[src/rtl/imem_sync_rom.sv]
// imem_sync_rom: word-indexed instruction memory with a program-load write
// port and a one-deep registered fetch response (latency 1, back-to-back
// capable). Faulting fetches (misaligned or out of range) return FILL_WORD.
module imem_sync_rom #(
   parameter int                DATA_W    = 32,
   parameter int                DEPTH     = 64,
   parameter int                ADDR_W    = 32,
   parameter logic [DATA_W-1:0] FILL_WORD = {DATA_W{1'b0}}
) (
   input  logic              clk,
   input  logic              rst,
   input  logic              req,
   input  logic [ADDR_W-1:0] addr,
   output logic              req_ready,
   output logic              rvalid,
   input  logic              rready,
   output logic [DATA_W-1:0] rdata,
   output logic              fault,
   input  logic              ld_en,
   input  logic [ADDR_W-1:0] ld_addr,
   input  logic [DATA_W-1:0] ld_data,
   output logic [15:0]       fetch_cnt
);

   localparam int                IDX_W       = $clog2(DEPTH);
   localparam int                WORD_W      = ADDR_W - 2;
   localparam logic [WORD_W-1:0] DEPTH_WORDS = WORD_W'(DEPTH);

   // Storage: one synchronous read port (fetch) and one write port (load).
   logic [DATA_W-1:0] mem_q [DEPTH];

   logic              rvalid_q, rvalid_d;
   logic [DATA_W-1:0] rdata_q,  rdata_d;
   logic              fault_q,  fault_d;
   logic [15:0]       cnt_q,    cnt_d;

   logic              fire_s;
   logic              fetch_fault_s;
   logic [IDX_W-1:0]  fetch_idx_s;
   logic              ld_we_s;
   logic [IDX_W-1:0]  ld_idx_s;

   // Fetch decode: a fault is any misaligned address or word index beyond DEPTH.
   always_comb begin
      fetch_idx_s   = addr[IDX_W+1:2];
      fetch_fault_s = (addr[1:0] != 2'b00) || (addr[ADDR_W-1:2] >= DEPTH_WORDS);
   end

   // Handshake: accept when the response slot is empty or being drained; never in reset.
   always_comb begin
      if (rst) begin
         req_ready = 1'b0;
      end else begin
         req_ready = (!rvalid_q) || rready;
      end
      fire_s = req && req_ready;
   end

   // Load decode: only aligned, in-range loads outside reset reach storage.
   always_comb begin
      ld_idx_s = ld_addr[IDX_W+1:2];
      ld_we_s  = ld_en && !rst && (ld_addr[1:0] == 2'b00) &&
                 (ld_addr[ADDR_W-1:2] < DEPTH_WORDS);
   end

   // Storage write port; contents deliberately survive reset.
   always_ff @(posedge clk) begin
      if (ld_we_s) begin
         mem_q[ld_idx_s] <= ld_data;
      end
   end

   // Response and counter next state; the read sees pre-write data on a collision.
   always_comb begin
      rvalid_d = rvalid_q;
      rdata_d  = rdata_q;
      fault_d  = fault_q;
      cnt_d    = cnt_q;
      if (fire_s) begin
         rvalid_d = 1'b1;
         fault_d  = fetch_fault_s;
         if (fetch_fault_s) begin
            rdata_d = FILL_WORD;
         end else begin
            rdata_d = mem_q[fetch_idx_s];
         end
      end else if (rvalid_q && rready) begin
         rvalid_d = 1'b0;
      end else begin
         rvalid_d = rvalid_q;
      end
      if (fire_s && (cnt_q != 16'hFFFF)) begin
         cnt_d = cnt_q + 16'd1;
      end else begin
         cnt_d = cnt_q;
      end
   end

   // Response and counter registers with synchronous reset.
   always_ff @(posedge clk) begin
      if (rst) begin
         rvalid_q <= 1'b0;
         rdata_q  <= {DATA_W{1'b0}};
         fault_q  <= 1'b0;
         cnt_q    <= 16'h0000;
      end else begin
         rvalid_q <= rvalid_d;
         rdata_q  <= rdata_d;
         fault_q  <= fault_d;
         cnt_q    <= cnt_d;
      end
   end

   assign rvalid    = rvalid_q;
   assign rdata     = rdata_q;
   assign fault     = fault_q;
   assign fetch_cnt = cnt_q;

endmodule

[config.mk]
export PLATFORM = sky130hd
export DESIGN_NAME = imem_sync_rom
export DESIGN_NICKNAME = d
export VERILOG_FILES = /design/src/rtl/imem_sync_rom.sv
export SDC_FILE = /design/constraint.sdc
export NUM_CORES = 2
export LEC_CHECK = 0
export ABC_AREA = 1
export CORE_ASPECT_RATIO = 1.1
export CORE_MARGIN = 5
export CORE_UTILIZATION = 35
export DETAILED_ROUTE_END_ITERATION = 12
export DONT_BUFFER_PORTS = 1
export HOLD_SLACK_MARGIN = 0.02
export PLACE_DENSITY_LB_ADDON = 0.2
export SLEW_MARGIN = 10
export SYNTH_ARGS = -nofsm -noshare
export SYNTH_HDL_FRONTEND = slang
export SYNTH_SLANG_ARGS = --single-unit
[constraint.sdc]
create_clock -name clk -period 6.3 [get_ports clk]
set_input_delay 1.26 -clock clk [delete_from_list [all_inputs] [get_ports clk]]
set_output_delay 1.26 -clock clk [all_outputs]
set_load 0.05 [all_outputs]
## After elaboration in Yosys (flattened, before gate mapping)

Memory sizes are Yosys's and may differ from the RTL's.
Index checks and enable logic that the tools add are counted.
W data, S select, Z words.

| operators by class | value |
|---|---|
| add/subtract/negate cells | 1 |
| multiply operators | 0 |
| divide/modulo/power cells | 0 |
| magnitude comparators | 2 |
| equal/unequal tests | 1 |
| shift-type cells | 0 |
| mux-type cells | 6 |
| bitwise operators | 0 |
| reduce and logical (&&, ||, !) cells | 13 |

Operators by type and width:

| kind | number |
|---|---|
| $mux W32 | 1 |
| $ge A30 B7 Y1 const B | 1 |
| $lt A30 B7 Y1 const B | 1 |
| $add A16 B1 Y16 const B | 1 |
| $ne A16 B16 Y1 const B | 1 |
| $logic_and A1 B1 Y1 | 6 |
| $mux W1 | 5 |
| $reduce_bool A2 Y1 | 2 |
| $logic_not A1 Y1 | 2 |
| $logic_not A2 Y1 | 1 |
| $logic_or A1 B1 Y1 | 2 |

| storage, ports and cells | value |
|---|---|
| flip-flop bits (word level) | 50 |
| bits in latches | 0 |
| bits in writable memories | 2,048 |
| ROM bits | 0 |
| input port bits | 101 |
| output and inout bits | 51 |
| word-level logic and storage cells | 28 |
| memories | 1 |

Memories:

| name | depth | width | read ports | clocked after memory_dff | wr ports | line | text |
|---|---|---|---|---|---|---|---|
| mem_q | 64 | 32 | 1 | 0 | 1 | 30 | `logic [DATA_W-1:0] mem_q [DEPTH];` |

## Longest topological paths before layout

| depth | value |
|---|---|
| depth in word-level cells | 6 |
| gate-level depth with buffers | 13 |
| gate-level depth less buffers | 10 |

## Least setup slack after synthesis

No wires, ideal clock.

| path | value |
|---|---|
| path kind | input -> register |
| start | input port ld_addr[31] |
| end | memory mem_q[0][0] (enable) |
| setup time | 421 ps |
| arrival | 3,677 ps |
| required time | 5,879 ps |
| setup slack | 2,202 ps |
| stages on the path | 6 |
| path buffers | 0 |
| cell sequence | or2_0 nor4_1 nand3_1 nor2_2 nand4_1 nor2_1 |

| between the ends | value |
|---|---|
| cells in the longest elaborated chain, start to end | 4 |

Ends and longest elaborated chain:

| what | line | text |
|---|---|---|
| from (decl) | 20 | `input logic [ADDR_W-1:0] ld_addr,` |
| $lt A30 B7 Y1 | 63 | `(ld_addr[ADDR_W-1:2] < DEPTH_WORDS);` |
| $logic_and A1 B1 Y1 | 62 | `ld_we_s = ld_en && !rst && (ld_addr[1:0] == 2'b00) &&` |
| $mux W1 | 68 | `if (ld_we_s) begin` |
| $mux W1 (not written as such) | 69 | `mem_q[ld_idx_s] <= ld_data;` |
| to (decl) | 30 |  |

No other way between the ends.

## Worst setup path in the final report

| path | value |
|---|---|
| start | input port addr[2] |
| end | register rdata_q[19], in the netlist rdata[19] |

| between the ends | value |
|---|---|
| cells in the longest elaborated chain, start to end | 3 |

Ends and longest elaborated chain:

| what | line | text |
|---|---|---|
| from (decl) | 13 | `input logic [ADDR_W-1:0] addr,` |
| $ge A30 B7 Y1 | 46 | `fetch_fault_s = (addr[1:0] != 2'b00) \|\| (addr[ADDR_W-1:2] >= DEPTH_WORDS);` |
| $logic_or A1 B1 Y1 | 46 |  |
| $mux W32 * | 82 | `if (fetch_fault_s) begin` |
| to (signal assigned) | 103 | `rdata_q <= {DATA_W{1'b0}};` |
| to (signal assigned) | 108 | `rdata_q <= rdata_d;` |
| to (decl) | 33 | `logic [DATA_W-1:0] rdata_q, rdata_d;` |

Mark *: on every way between the ends. The rest lies on a longest branch, timed or not.
A chain may end at the register's enable or synchronous reset.

==> results.toml <==
[synth]
yosysWarningCount = 0
avgSynthCellArea_um2 = 12.1
synth_edf_count = 2048
synth_top_area_share_pct = 73.4
yosys-top-cells-count = "nand2_1 (2098), edfxtp_1 (2048), nand3_1 (2033)"
yosysTopAreaCell = "edfxtp_1"
synth_ff_type = "edfxtp_1"
synthArstFlopShare_pct = 0
ys_seq_area_share_pct = 74.6
ys_top_cells_by_area = "edfxtp_1 (73%), nand3_1 (12%), nand2_1 (9.4%), buf_2 (1.5%), dfxtp_1 (1.2%)"
synth_cell_types = 31
netlist_area_um2 = 83700
syn-num-nets = 7003
yosysMostFrequentCell = "nand2_1"
synth_seq_cells = 2098
syn_inst = 6901

[clock_network]
ctsResizeCount = 0
clk_pin_slew_ps = 60
cts_tree = "yes"
ctsHtreeMaxLevel = 4
cts_sinks = 2098
root_buffer = "clkbuf_16"
numCtsBuffers = 218
clock_latency_ps = 880
cts_setup_buffers = 0
clockBufferDepth = 3
postCtsHoldBufs = 0

[power_and_ir_drop]
p_comb_share_pct = 4.4
finalPower_mw = 28.9
peakVddDrop_uv = 317
pwr-share-clk_pct = 42.7
power_density_nw_per_um2 = 308
switching_share_pct = 22.0
internal_power_mw = 22.6
p_sw_mw = 6.36
leakagePower_nw = 31.6
power_frac_seq_pct = 52.9

[global_routing]
grt_max_degree = 1026
grt.met3_usage_pct = 3.22
overflow = 0
grt_util_all_layers_pct = 19.2
antenna_found_initial = 3
first_global_vias = 50661
grt_pass1_wl_mm = 357
grt_util_met1_pct = 27.2
grt-busiest-layer = "met2"
use_met2_pct = 31.2

[placement]
gp_congestion = 0.799
io_buffers = 0
pre_cts_ws_ps = 1740
place_hpwl_mm = 131

[worst_setup_path]
cp_max_fo = 225
critPathKind = "input port to flip-flop"
cp-start-kind = "input port"
critPathArrivalTime_ps = 5240
critPathCaptureType = "flip-flop"
cp_data_required_time_ps = 7090

[route]
totalWireLength_mm = 247
routed_via_density = 5.26
detail-route-antenna-nets = 0
dr.pass1.iters = 5
drt_iter0_markers = 5171
vias = 53008
drc = 0
post_drt_wl_per_cell_um = 24.5

[timing]
period_needed_ps = 4450
worst_pin_slew_ps = 1800
hold_viol_final = 0
slew_viol_final = 129
fmax_mhz = 225
finClkSkew_ps = 54.1
relSlewSlack_pct = -19.8
period_share_pct = 70.6
timing.hold.ws_ps = 460
rsz0062_at_grt = "no"
fin_tns_setup_ps = 0
setup_viol = 0
setup_slack_ps = 1850

[run_status]
violations = "slew limit"
status = "finished, violations left"

[floorplan]
core_area_um2 = 238000
io_pins = 152
die_h_um = 523
initial_core_util_pct = 35.1
dieArea_um2 = 249000
die_w_um = 476
num_rows = 188

[run]
drv_cap = 0

[hold_path]
min_path_type = "input port to flip-flop"

[cells_and_area]
syn_to_final_growth_pct = 12.1
fillCellCount = 22553
drive_gt1_share_pct = 6.46
nNetsFinal = 6869
## cells in the final DEF, fill, tap and decap left out, drive strengths merged, types with 9 or more instances in the layout
master	netlist	routed
inv	29	36
buf	354	102
bufinv	0	11
nand4	17	17
clkbuf	102	287
edfxtp	2048	2048
nand3	2033	2033
a21oi	42	42
nor2	95	95
dfxtp	50	50
diode	0	9
clkinv	1	80
nand2	2098	2098
## worst max-delay path, cell delays in order
cell and delay (ps):
buf_16 450, buf_16 650, buf_16 570, nand2_1 100, nand3_1 120, nand3_1 110, nand3_1 150, nand3_1 320
nand3_1 360, nand3_1 120, a21oi_1 150
## layout make-up
class                   count  area, um2  area share [%]
clock buffers             287       5810            6.19
diodes                      9       22.5          0.0240
multi-input cells        4317      19400            20.7
repair buffers            102       1100            1.17
inverters                  30        150           0.160
flip-flops and latches   2098      62500            66.6
well taps                3135       3920            4.18
clock inverters           101        943            1.00
## power by group through the flow
| stage | Combinational (mW) | Clock, mW | Sequential, mW |
|---|---|---|---|
| 2_1_floorplan | 0.873 | 0 | 15.6 |
| 3_3_place_gp | 1.06 | 0 | 15.6 |
| 3_5_place_dp | 1.07 | 0 | 15.6 |
| 4_1_cts | 1.07 | 12.6 | 15.3 |
| 5_1_grt | 1.38 | 13.1 | 15.3 |
| 6_report | 1.27 | 12.3 | 15.3 |
## through the flow
stage,util [%],instances,area [um2]
global route,39.4,10071,93900
detailed placement,36.5,9673,86900
finish,39.4,10079,93900
floorplan,-,6901,83700
global placement,36.5,9673,86900
CTS,39.3,10061,93600
## cell families after synthesis
logic type	synth area share [%]
AND/OR/NAND/NOR	22.3
adder cells (fa/ha/maj)	0.0149
buffers and inverters	2.75
flip-flops	74.6
XOR/XNOR	0.0105
AO/OA/AOI/OAI	0.324
## registers in the layout, summed over array words and instances, names as in the netlist
| signal | flops |
|---|---|
| mem_q | 2048 |
| fetch_cnt | 16 |
| rvalid | 1 |
| fault | 1 |
| rdata | 32 |
## metal layers
metal  wire length, um  vias up
met2            117000     1454
met3             14600      299
met1            111000    26782
met4              4970        0
met5                 0        -
li1                  -    24473
## path summary, 6_finish.rpt
kind / from / to / slack (ps) / cells after the start
worst max-delay path: addr[2] / rdata[19]$_SDFFE_PP0P_ / 1850 / 11
worst min-delay path: rst / rvalid$_SDFFE_PP0P_ / 460 / 1
worst max register to register: rvalid$_SDFFE_PP0P_ / rdata[29]$_SDFFE_PP0P_ / 3840 / 9
worst min register to register: rdata[29]$_SDFFE_PP0P_ / rdata[29]$_SDFFE_PP0P_ / 740 / 2
No activity file was read; power rests on OpenSTA's default activity.
